==> src/rtl/minisys_cp0_pkg.sv <==
// Shared CP0 definitions for the Minisys-1A write-back exception unit:
// register indices, exception codes, field positions and the FSM states.
package minisys_cp0_pkg;

   // CP0 register indices as seen by MFC0/MTC0
   localparam logic [4:0] IDX_STATUS = 5'd12;
   localparam logic [4:0] IDX_CAUSE  = 5'd13;
   localparam logic [4:0] IDX_EPC    = 5'd14;

   // Cause.ExcCode values
   localparam logic [4:0] EXC_INT     = 5'd0;
   localparam logic [4:0] EXC_DIVZERO = 5'd7;
   localparam logic [4:0] EXC_SYS     = 5'd8;
   localparam logic [4:0] EXC_BP      = 5'd9;
   localparam logic [4:0] EXC_RI      = 5'd10;
   localparam logic [4:0] EXC_OV      = 5'd12;

   // Status / Cause field positions
   localparam int STATUS_IE   = 0;
   localparam int STATUS_EXL  = 1;
   localparam int STATUS_IM_LO = 10;
   localparam int STATUS_IM_HI = 15;

   // Only IM, EXL and IE exist in Status; everything else reads 0
   localparam logic [31:0] STATUS_WMASK = 32'h0000_FC03;

   typedef enum logic {
      RUN   = 1'b0,
      FLUSH = 1'b1
   } state_t;

endpackage

==> src/rtl/wb_cp0_exception_unit_if.sv <==
// WB-stage instruction bus into the exception unit and the redirect/flush
// response back to the pipeline front end.
interface wb_cp0_exception_unit_if;
   logic        WB_Valid;
   logic        WB_Overflow;
   logic        WB_Divide_zero;
   logic        WB_Syscall;
   logic        WB_Break;
   logic        WB_Eret;
   logic        WB_Reserved_instruction;
   logic        WB_Mfc0;
   logic        WB_Mtc0;
   logic [31:0] WB_PC;
   logic [31:0] WB_opcplus4;
   logic [4:0]  WB_rd;
   logic [31:0] WB_rt_value;
   logic [31:0] cp0_rdata;
   logic        redirect_valid;
   logic [31:0] redirect_pc;
   logic        flush;

   // Pipeline side: drives the WB instruction, receives the response
   modport master (
      output WB_Valid, WB_Overflow, WB_Divide_zero, WB_Syscall, WB_Break,
             WB_Eret, WB_Reserved_instruction, WB_Mfc0, WB_Mtc0,
             WB_PC, WB_opcplus4, WB_rd, WB_rt_value,
      input  cp0_rdata, redirect_valid, redirect_pc, flush
   );

   // Exception unit side
   modport slave (
      input  WB_Valid, WB_Overflow, WB_Divide_zero, WB_Syscall, WB_Break,
             WB_Eret, WB_Reserved_instruction, WB_Mfc0, WB_Mtc0,
             WB_PC, WB_opcplus4, WB_rd, WB_rt_value,
      output cp0_rdata, redirect_valid, redirect_pc, flush
   );
endinterface

==> src/rtl/cp0_regs.sv <==
// CP0 Status/Cause/EPC storage with an MTC0 write port, an exception/ERET
// update port and a zero-latency read mux.
module cp0_regs
   import minisys_cp0_pkg::*;
(
   input  logic        clock,
   input  logic        reset,
   input  logic [5:0]  ip,
   input  logic        exc_take,
   input  logic [4:0]  exc_code,
   input  logic [31:0] exc_epc,
   input  logic        eret_take,
   input  logic        mtc0_we,
   input  logic [4:0]  mtc0_idx,
   input  logic [31:0] mtc0_data,
   input  logic [4:0]  rd_idx,
   output logic [31:0] rdata,
   output logic [31:0] status,
   output logic [31:0] cause,
   output logic [31:0] epc,
   output logic        int_pending
);

   logic [31:0] status_reg;
   logic [4:0]  exc_code_reg;
   logic [31:0] epc_reg;

   // MTC0 writes land first; an exception/ERET in the same cycle then
   // overrides EXL (and EPC) so the event always wins on shared fields.
   always_ff @(posedge clock) begin
      if (!reset) begin
         status_reg   <= '0;
         exc_code_reg <= '0;
         epc_reg      <= '0;
      end else begin
         if (mtc0_we && mtc0_idx == IDX_STATUS)
            status_reg <= mtc0_data & STATUS_WMASK;
         if (mtc0_we && mtc0_idx == IDX_EPC)
            epc_reg <= mtc0_data;
         if (exc_take) begin
            exc_code_reg           <= exc_code;
            status_reg[STATUS_EXL] <= 1'b1;
            // A nested exception keeps the original return address
            if (!status_reg[STATUS_EXL])
               epc_reg <= exc_epc;
         end else if (eret_take) begin
            status_reg[STATUS_EXL] <= 1'b0;
         end
      end
   end

   // Cause.IP mirrors the synchroniser output directly
   assign status = status_reg;
   assign cause  = {16'b0, ip, 3'b0, exc_code_reg, 2'b0};
   assign epc    = epc_reg;

   assign int_pending = status_reg[STATUS_IE] & ~status_reg[STATUS_EXL] &
                        (|(ip & status_reg[STATUS_IM_HI:STATUS_IM_LO]));

   // MFC0 read mux; unimplemented indices read as zero
   always_comb begin
      rdata = '0;
      case (rd_idx)
         IDX_STATUS: rdata = status_reg;
         IDX_CAUSE:  rdata = cause;
         IDX_EPC:    rdata = epc_reg;
         default:    rdata = '0;
      endcase
   end

endmodule

==> src/rtl/wb_cp0_exception_unit.sv <==
// Write-back exception unit: prioritises WB-stage exceptions, ERET and
// external interrupts, and turns the winner into a one-cycle redirect plus
// a FLUSH_CYCLES-long pipeline flush.
module wb_cp0_exception_unit
   import minisys_cp0_pkg::*;
#(
   parameter logic [31:0] HANDLER_ADDR = 32'h0000_F000,
   parameter int          FLUSH_CYCLES = 3
)(
   input  logic                    clock,
   input  logic                    reset,
   wb_cp0_exception_unit_if.slave  bus,
   input  logic [5:0]              ext_int,
   output logic [31:0]             status,
   output logic [31:0]             cause,
   output logic [31:0]             epc
);

   localparam int CNT_W = (FLUSH_CYCLES > 1) ? $clog2(FLUSH_CYCLES) : 1;
   localparam logic [CNT_W-1:0] CNT_LOAD = CNT_W'(FLUSH_CYCLES - 1);

   state_t      state_reg;
   logic [CNT_W-1:0] cnt_reg;
   logic        flush_reg;
   logic        redirect_valid_reg;
   logic [31:0] redirect_pc_reg;
   logic [5:0]  sync1_reg;
   logic [5:0]  sync2_reg;

   logic        accept;
   logic        any_sync;
   logic        epc_from_pc;
   logic [4:0]  sync_code;
   logic        sync_take;
   logic        eret_take;
   logic        int_take;
   logic        int_pending;
   logic        exc_take;
   logic [4:0]  exc_code;
   logic [31:0] exc_epc;
   logic        mtc0_we;
   logic        event_take;

   // Two-flop synchroniser for the asynchronous interrupt lines
   always_ff @(posedge clock) begin
      if (!reset) begin
         sync1_reg <= '0;
         sync2_reg <= '0;
      end else begin
         sync1_reg <= ext_int;
         sync2_reg <= sync1_reg;
      end
   end

   // Fixed-priority encoder: RI > Ov > DivZero > Sys > Bp
   always_comb begin
      any_sync    = 1'b1;
      epc_from_pc = 1'b0;
      sync_code   = EXC_INT;
      if (bus.WB_Reserved_instruction) begin
         sync_code = EXC_RI;      epc_from_pc = 1'b1;
      end else if (bus.WB_Overflow) begin
         sync_code = EXC_OV;      epc_from_pc = 1'b1;
      end else if (bus.WB_Divide_zero) begin
         sync_code = EXC_DIVZERO; epc_from_pc = 1'b1;
      end else if (bus.WB_Syscall) begin
         sync_code = EXC_SYS;
      end else if (bus.WB_Break) begin
         sync_code = EXC_BP;
      end else begin
         any_sync = 1'b0;
      end
   end

   // Nothing is acted on for bubbles or while the pipeline is being flushed
   assign accept     = bus.WB_Valid && (state_reg == RUN);
   assign sync_take  = accept && any_sync;
   assign eret_take  = accept && !any_sync && bus.WB_Eret;
   assign int_take   = accept && !any_sync && !bus.WB_Eret && int_pending;
   assign exc_take   = sync_take || int_take;
   assign exc_code   = int_take ? EXC_INT : sync_code;
   assign exc_epc    = (sync_take && epc_from_pc) ? bus.WB_PC : bus.WB_opcplus4;
   assign mtc0_we    = accept && bus.WB_Mtc0 && !any_sync;
   assign event_take = exc_take || eret_take;

   cp0_regs u_regs (
      .clock       (clock),
      .reset       (reset),
      .ip          (sync2_reg),
      .exc_take    (exc_take),
      .exc_code    (exc_code),
      .exc_epc     (exc_epc),
      .eret_take   (eret_take),
      .mtc0_we     (mtc0_we),
      .mtc0_idx    (bus.WB_rd),
      .mtc0_data   (bus.WB_rt_value),
      .rd_idx      (bus.WB_rd),
      .rdata       (bus.cp0_rdata),
      .status      (status),
      .cause       (cause),
      .epc         (epc),
      .int_pending (int_pending)
   );

   // RUN/FLUSH sequencer with registered redirect and flush outputs
   always_ff @(posedge clock) begin
      if (!reset) begin
         state_reg          <= RUN;
         cnt_reg            <= '0;
         flush_reg          <= 1'b0;
         redirect_valid_reg <= 1'b0;
         redirect_pc_reg    <= '0;
      end else begin
         redirect_valid_reg <= 1'b0;
         case (state_reg)
            RUN: begin
               if (event_take) begin
                  state_reg          <= FLUSH;
                  cnt_reg            <= CNT_LOAD;
                  flush_reg          <= 1'b1;
                  redirect_valid_reg <= 1'b1;
                  // ERET returns to the EPC held before this cycle's update
                  redirect_pc_reg    <= eret_take ? epc : HANDLER_ADDR;
               end
            end
            FLUSH: begin
               if (cnt_reg == '0) begin
                  state_reg <= RUN;
                  flush_reg <= 1'b0;
               end else begin
                  cnt_reg <= cnt_reg - CNT_W'(1);
               end
            end
            default: state_reg <= RUN;
         endcase
      end
   end

   assign bus.redirect_valid = redirect_valid_reg;
   assign bus.redirect_pc    = redirect_pc_reg;
   assign bus.flush          = flush_reg;

endmodule
==> src/flat_wrapper.sv <==
// flat-port wrapper written by rule: the top's interface ports become plain ports
module wb_cp0_exception_unit_flat import minisys_cp0_pkg::*;
#(
   parameter logic [31:0] HANDLER_ADDR = 32'h0000_F000,
   parameter int          FLUSH_CYCLES = 3
)
  (clock, reset, ext_int, status, cause, epc, bus_WB_Valid, bus_WB_Overflow, bus_WB_Divide_zero, bus_WB_Syscall, bus_WB_Break, bus_WB_Eret, bus_WB_Reserved_instruction, bus_WB_Mfc0, bus_WB_Mtc0, bus_WB_PC, bus_WB_opcplus4, bus_WB_rd, bus_WB_rt_value, bus_cp0_rdata, bus_redirect_valid, bus_redirect_pc, bus_flush);
  wb_cp0_exception_unit_if bus_i ();
  input  logic clock;
  input  logic reset;
  input  logic [5:0] ext_int;
  output logic [31:0] status;
  output logic [31:0] cause;
  output logic [31:0] epc;
  input wire logic [$bits(bus_i.WB_Valid)-1:0] bus_WB_Valid;
  input wire logic [$bits(bus_i.WB_Overflow)-1:0] bus_WB_Overflow;
  input wire logic [$bits(bus_i.WB_Divide_zero)-1:0] bus_WB_Divide_zero;
  input wire logic [$bits(bus_i.WB_Syscall)-1:0] bus_WB_Syscall;
  input wire logic [$bits(bus_i.WB_Break)-1:0] bus_WB_Break;
  input wire logic [$bits(bus_i.WB_Eret)-1:0] bus_WB_Eret;
  input wire logic [$bits(bus_i.WB_Reserved_instruction)-1:0] bus_WB_Reserved_instruction;
  input wire logic [$bits(bus_i.WB_Mfc0)-1:0] bus_WB_Mfc0;
  input wire logic [$bits(bus_i.WB_Mtc0)-1:0] bus_WB_Mtc0;
  input wire logic [$bits(bus_i.WB_PC)-1:0] bus_WB_PC;
  input wire logic [$bits(bus_i.WB_opcplus4)-1:0] bus_WB_opcplus4;
  input wire logic [$bits(bus_i.WB_rd)-1:0] bus_WB_rd;
  input wire logic [$bits(bus_i.WB_rt_value)-1:0] bus_WB_rt_value;
  output wire logic [$bits(bus_i.cp0_rdata)-1:0] bus_cp0_rdata;
  output wire logic [$bits(bus_i.redirect_valid)-1:0] bus_redirect_valid;
  output wire logic [$bits(bus_i.redirect_pc)-1:0] bus_redirect_pc;
  output wire logic [$bits(bus_i.flush)-1:0] bus_flush;
  assign bus_i.WB_Valid = bus_WB_Valid;
  assign bus_i.WB_Overflow = bus_WB_Overflow;
  assign bus_i.WB_Divide_zero = bus_WB_Divide_zero;
  assign bus_i.WB_Syscall = bus_WB_Syscall;
  assign bus_i.WB_Break = bus_WB_Break;
  assign bus_i.WB_Eret = bus_WB_Eret;
  assign bus_i.WB_Reserved_instruction = bus_WB_Reserved_instruction;
  assign bus_i.WB_Mfc0 = bus_WB_Mfc0;
  assign bus_i.WB_Mtc0 = bus_WB_Mtc0;
  assign bus_i.WB_PC = bus_WB_PC;
  assign bus_i.WB_opcplus4 = bus_WB_opcplus4;
  assign bus_i.WB_rd = bus_WB_rd;
  assign bus_i.WB_rt_value = bus_WB_rt_value;
  assign bus_cp0_rdata = bus_i.cp0_rdata;
  assign bus_redirect_valid = bus_i.redirect_valid;
  assign bus_redirect_pc = bus_i.redirect_pc;
  assign bus_flush = bus_i.flush;
  wb_cp0_exception_unit #(.HANDLER_ADDR(HANDLER_ADDR), .FLUSH_CYCLES(FLUSH_CYCLES)) u_core (.clock(clock), .reset(reset), .bus(bus_i), .ext_int(ext_int), .status(status), .cause(cause), .epc(epc));
endmodule
==> config.mk <==
export PLATFORM = sky130hd
export DESIGN_NAME = wb_cp0_exception_unit_flat
export DESIGN_NICKNAME = d
export VERILOG_FILES = /design/src/rtl/minisys_cp0_pkg.sv /design/src/rtl/wb_cp0_exception_unit_if.sv /design/src/rtl/cp0_regs.sv /design/src/rtl/wb_cp0_exception_unit.sv /design/src/flat_wrapper.sv
export SDC_FILE = /design/constraint.sdc
export NUM_CORES = 1
export LEC_CHECK = 0
export CORE_AREA = 5 5 117 119
export DETAILED_ROUTE_END_ITERATION = 10
export DIE_AREA = 0 0 122 124
export GPL_ROUTABILITY_DRIVEN = 0
export GPL_TIMING_DRIVEN = 0
export HOLD_SLACK_MARGIN = 0.03
export PLACE_DENSITY = 0.79
export SLEW_MARGIN = 15
export SYNTH_ARGS = -nofsm -noshare
export SYNTH_HDL_FRONTEND = slang
export SYNTH_SLANG_ARGS = --single-unit
export TNS_END_PERCENT = 20
==> constraint.sdc <==
create_clock -name clock -period 2.35 [get_ports clock]
set_clock_uncertainty 0.15 [all_clocks]
set_input_delay 0.235 -clock clock [delete_from_list [all_inputs] [get_ports clock]]
set_output_delay 0.235 -clock clock [all_outputs]
set_load 0.02 [all_outputs]
==> key figures <==
CTS
  – Clk sinks: slightly above 90
  – Post-CTS Hold Buffers: 0
  – Worst-Skew Late Latency: ~0.33 ns
  – CTS tree: done
  – CTS Buf Count: 9
  – Clock slew at reported path FFs: 0.06 ns
  – Bufs on Longest Clock Path: 2
  – H-tree depth: 3
  – Root buffer cell: clkbuf_16

Final layout
  – Final instance area: ~7600 µm²
  – Total Nets Final: between 800 and 900
  – Non-Filler Instances: 943
  – P&R area growth vs syn: 67.7%
  – Final core occ: 0.609
  – Share of layout cells above drive strength 1: 0.185

Die
  – Die Footprint: around 15000 µm²
  – Die W: around 120 µm
  – Core area: between 10000 and 15000 µm²
  – Placement row count: 41
  – Initial Util: 0.363
  – Top Ports: 280
  – Die Ht: between 100 and 150 µm

Power and ir drop
  – Combinational share of power: 0.236
  – Switching fraction of total power: 0.284
  – Power density over the cells: ~530 nW/µm²
  – Pint: a little under 3 mW
  – Clock power frac: 0.333
  – Sequential Power Share: 0.432
  – Switch Pwr: between 1 and 1.5 mW
  – Leakage power: about 3.4 nW
  – Worst VDD drop: roughly 0.33 mV

Global routing
  – First-pass GRT wire length: ~26 mm
  – Gr usage total: 0.219
  – Vias in the first global route: 4842
  – Overflow after GRT: 0
  – Pin count of the biggest net entering global routing: 16
  – Initial antenna violation count: 0

Critical path
  – Max incr delay on CP: about 0.39 ns
  – Worst path cell trace: clkdlybuf4s50_1, nand3b_1, buf_6, nor3b_4, buf_6, a222oi_1, inv_1, clkdlybuf4s15_2
  – Critical path type: input pin to output port
  – Worst Path Max Fanout: 8
  – Startpoint Class: input pin
  – Critical Path RT: roughly 2.0 ns
  – Reg2reg path depth: 7
  – RR Startpoint: u_core.state_reg$_SDFF_PN0_
  – CP arrival: 1.92 ns
  – Setup crit end kind: output port
  – Slowest cell on crit path: clkdlybuf4s50_1
  – FF-to-FF setup slack: around 0.15 ns
  – Critical Path End: bus_cp0_rdata[12]
  – Setup crit start: bus_WB_rd[4]
  – Worst reg2reg path endpoint: u_core.u_regs.epc[10]$_SDFF_PN0_
  – CP dominant cell by count: buf_6

STA
  – Final setup fails: 0
  – Slew @ Worst Pin: between 0.6 and 0.7 ns
  – Final hold viol count: 0
  – Crit path time final: around 2.3 ns
  – F_max: ~430 MHz
  – Unrepaired setup endpoints after global routing: yes
  – WHS: roughly 0.16 ns
  – Crit path setup slack, layout: between 0.04 and 0.05 ns
  – Fin. max-slew vios: 0
  – Max-slew headroom: 0.588
  – Period utilization: 0.980

Route
  – Antenna-violating nets left: 0
  – Final WL: between 15 and 20 mm
  – Via density: roughly 5.0
  – Remaining DRCs: 0
  – Number of DRC markers in iteration 0: 251
  – Detail-routed net length per standard cell: around 19 µm
  – Vias: roughly 4700
  – Drt first pass iters: 5

Place
  – Placement-stage cell area: between 7000 and 8000 µm²
  – PortBufs: approximately 230
  – Hpwl dp: between 10 and 15 mm
  – Pre-CTS WS: -1.23 ns
  – Dpl cells: 914

Yosys
  – Async SR Flop Fraction: 0
  – Synth area leaders: dfxtp_1 41%, a211oi_1 11%, mux2i_1 8.6%
  – Synthesis Warnings: 0
  – #FFs+latches synth: 93
  – Top cell type by total area after synthesis: dfxtp_1
  – EDFF count, synth: 0
  – Yosys cell types: 37
  – Synth Area per Inst: just under 10 µm²
  – Ys flop type: dfxtp_1
  – Sequential-to-total area share from yosys stat: 0.412
  – Post-synth top area share: 0.412
  – Post-Synthesis Cells: 465
  – Netlist Area Pre-Place: around 4500 µm²

Run status
  – Status: complete, no violations

Worst hold path
  – Worst hold path class: input pin to flop

Job
  – Maximum capacitance violations: 0
==> layer usage <==
layer / part of all wire / vias to the layer above / GRT usage
li1: - / 2202 / -
met1: 0.40 / 2236 / 0.264
met2: 0.50 / 240 / 0.390
met3: 0.073 / 32 / 0.0459
met4: 0.022 / 0 / 0.0707
met5: 0 / - / 0
==> area by class of cell <==
cell class	count	area (µm²)
clock inverter	5	36.3
fill	1039	4880
sequential	93	1860
inverter	10	37.5
multi-input combinational	329	2340
buffer	78	567
antenna	3	7.51
tap	172	215
clock buffer	11	243
timing repair buffer	242	2280
==> cell usage in the layout (no fill, tap or decap), drive strengths merged, types with 7 or more instances in the layout <==
master,count
buf,73
a211oi,64
clkbuf,56
and2,33
a22o,34
conb,46
clkdlybuf4s50,196
dfxtp,93
mux2i,39
nand2,7
inv,10
nor2,20
nor2b,36
==> power by group through the flow <==
stage | Combinational [mW] | Clock [mW] | Sequential, mW
finish | 0.954 | 1.34 | 1.74
global route | 1.02 | 1.44 | 1.76
CTS | 0.929 | 1.36 | 1.74
detailed placement | 0.914 | 0 | 1.78
global placement | 0.896 | 0 | 1.78
floorplan | 0.381 | 0 | 1.84
==> kinds of logic after synthesis <==
logic type | share of synthesized area
adder cells (fa/ha/maj) | 0.00277
flip-flops | 0.412
other | 0.000829
AO/OA/AOI/OAI | 0.226
buffers and inverters | 0.121
AND/OR/NAND/NOR | 0.152
multiplexers | 0.0863
==> worst min path at each step <==
stage | slack, ns | to | startpoint | depth (start not counted)
global placement | 0.26 | u_core.sync2_reg[4]$_SDFF_PN0_ | u_core.sync1_reg[4]$_SDFF_PN0_ | 1
global route | 0.25 | u_core.u_regs.exc_code_reg[2]$_SDFFE_PN0N_ | bus_WB_Reserved_instruction | 4
detailed placement | 0.27 | u_core.sync2_reg[0]$_SDFF_PN0_ | u_core.sync1_reg[0]$_SDFF_PN0_ | 1
CTS | 0.28 | u_core.sync2_reg[0]$_SDFF_PN0_ | u_core.sync1_reg[0]$_SDFF_PN0_ | 1
finish | 0.16 | u_core.u_regs.exc_code_reg[1]$_SDFFE_PN0N_ | bus_WB_Reserved_instruction | 3
floorplan | 0.21 | u_core.sync1_reg[0]$_SDFF_PN0_ | ext_int[0] | 1
==> cells in the mapped netlist, types with 3 or more instances <==
cell      number
clkbuf_1      21
mux2i_1       39
o221a_2        4
buf_4         48
a222oi_1       6
buf_6          4
buf_2          5
nand3_1        6
a22oi_1        4
a211oi_1      64
dfxtp_1       93
o21ai_0        3
a21oi_1        6
and2_1        33
inv_1         10
nor2b_1       36
nand2_1        7
nor2_1        18
a22o_1        34
==> through the flow <==
stage / power (mW) / setup TNS (ns)
2_1_floorplan: 2.22 / 0
3_5_place_dp: 2.69 / -78.10
4_1_cts: 4.04 / -0.458
5_1_grt: 4.21 / -0.0297
3_3_place_gp: 2.67 / -75.84
6_report: 4.04 / 0
==> critical path, delay by kind of cell <==
kind / cells / cell delay [ns]
compound gates: 1 / 0.09
buf+inv: 5 / 1.08
simple gates: 2 / 0.51
==> repair_timing <==
action,CTS,global route
gates cloned,0,0
setup endpoints to repair,66,87
gates resized for setup,61,94
setup buffers,7,4
pin swaps,6,6
Note: power is estimated with default switching activity, not from simulation.
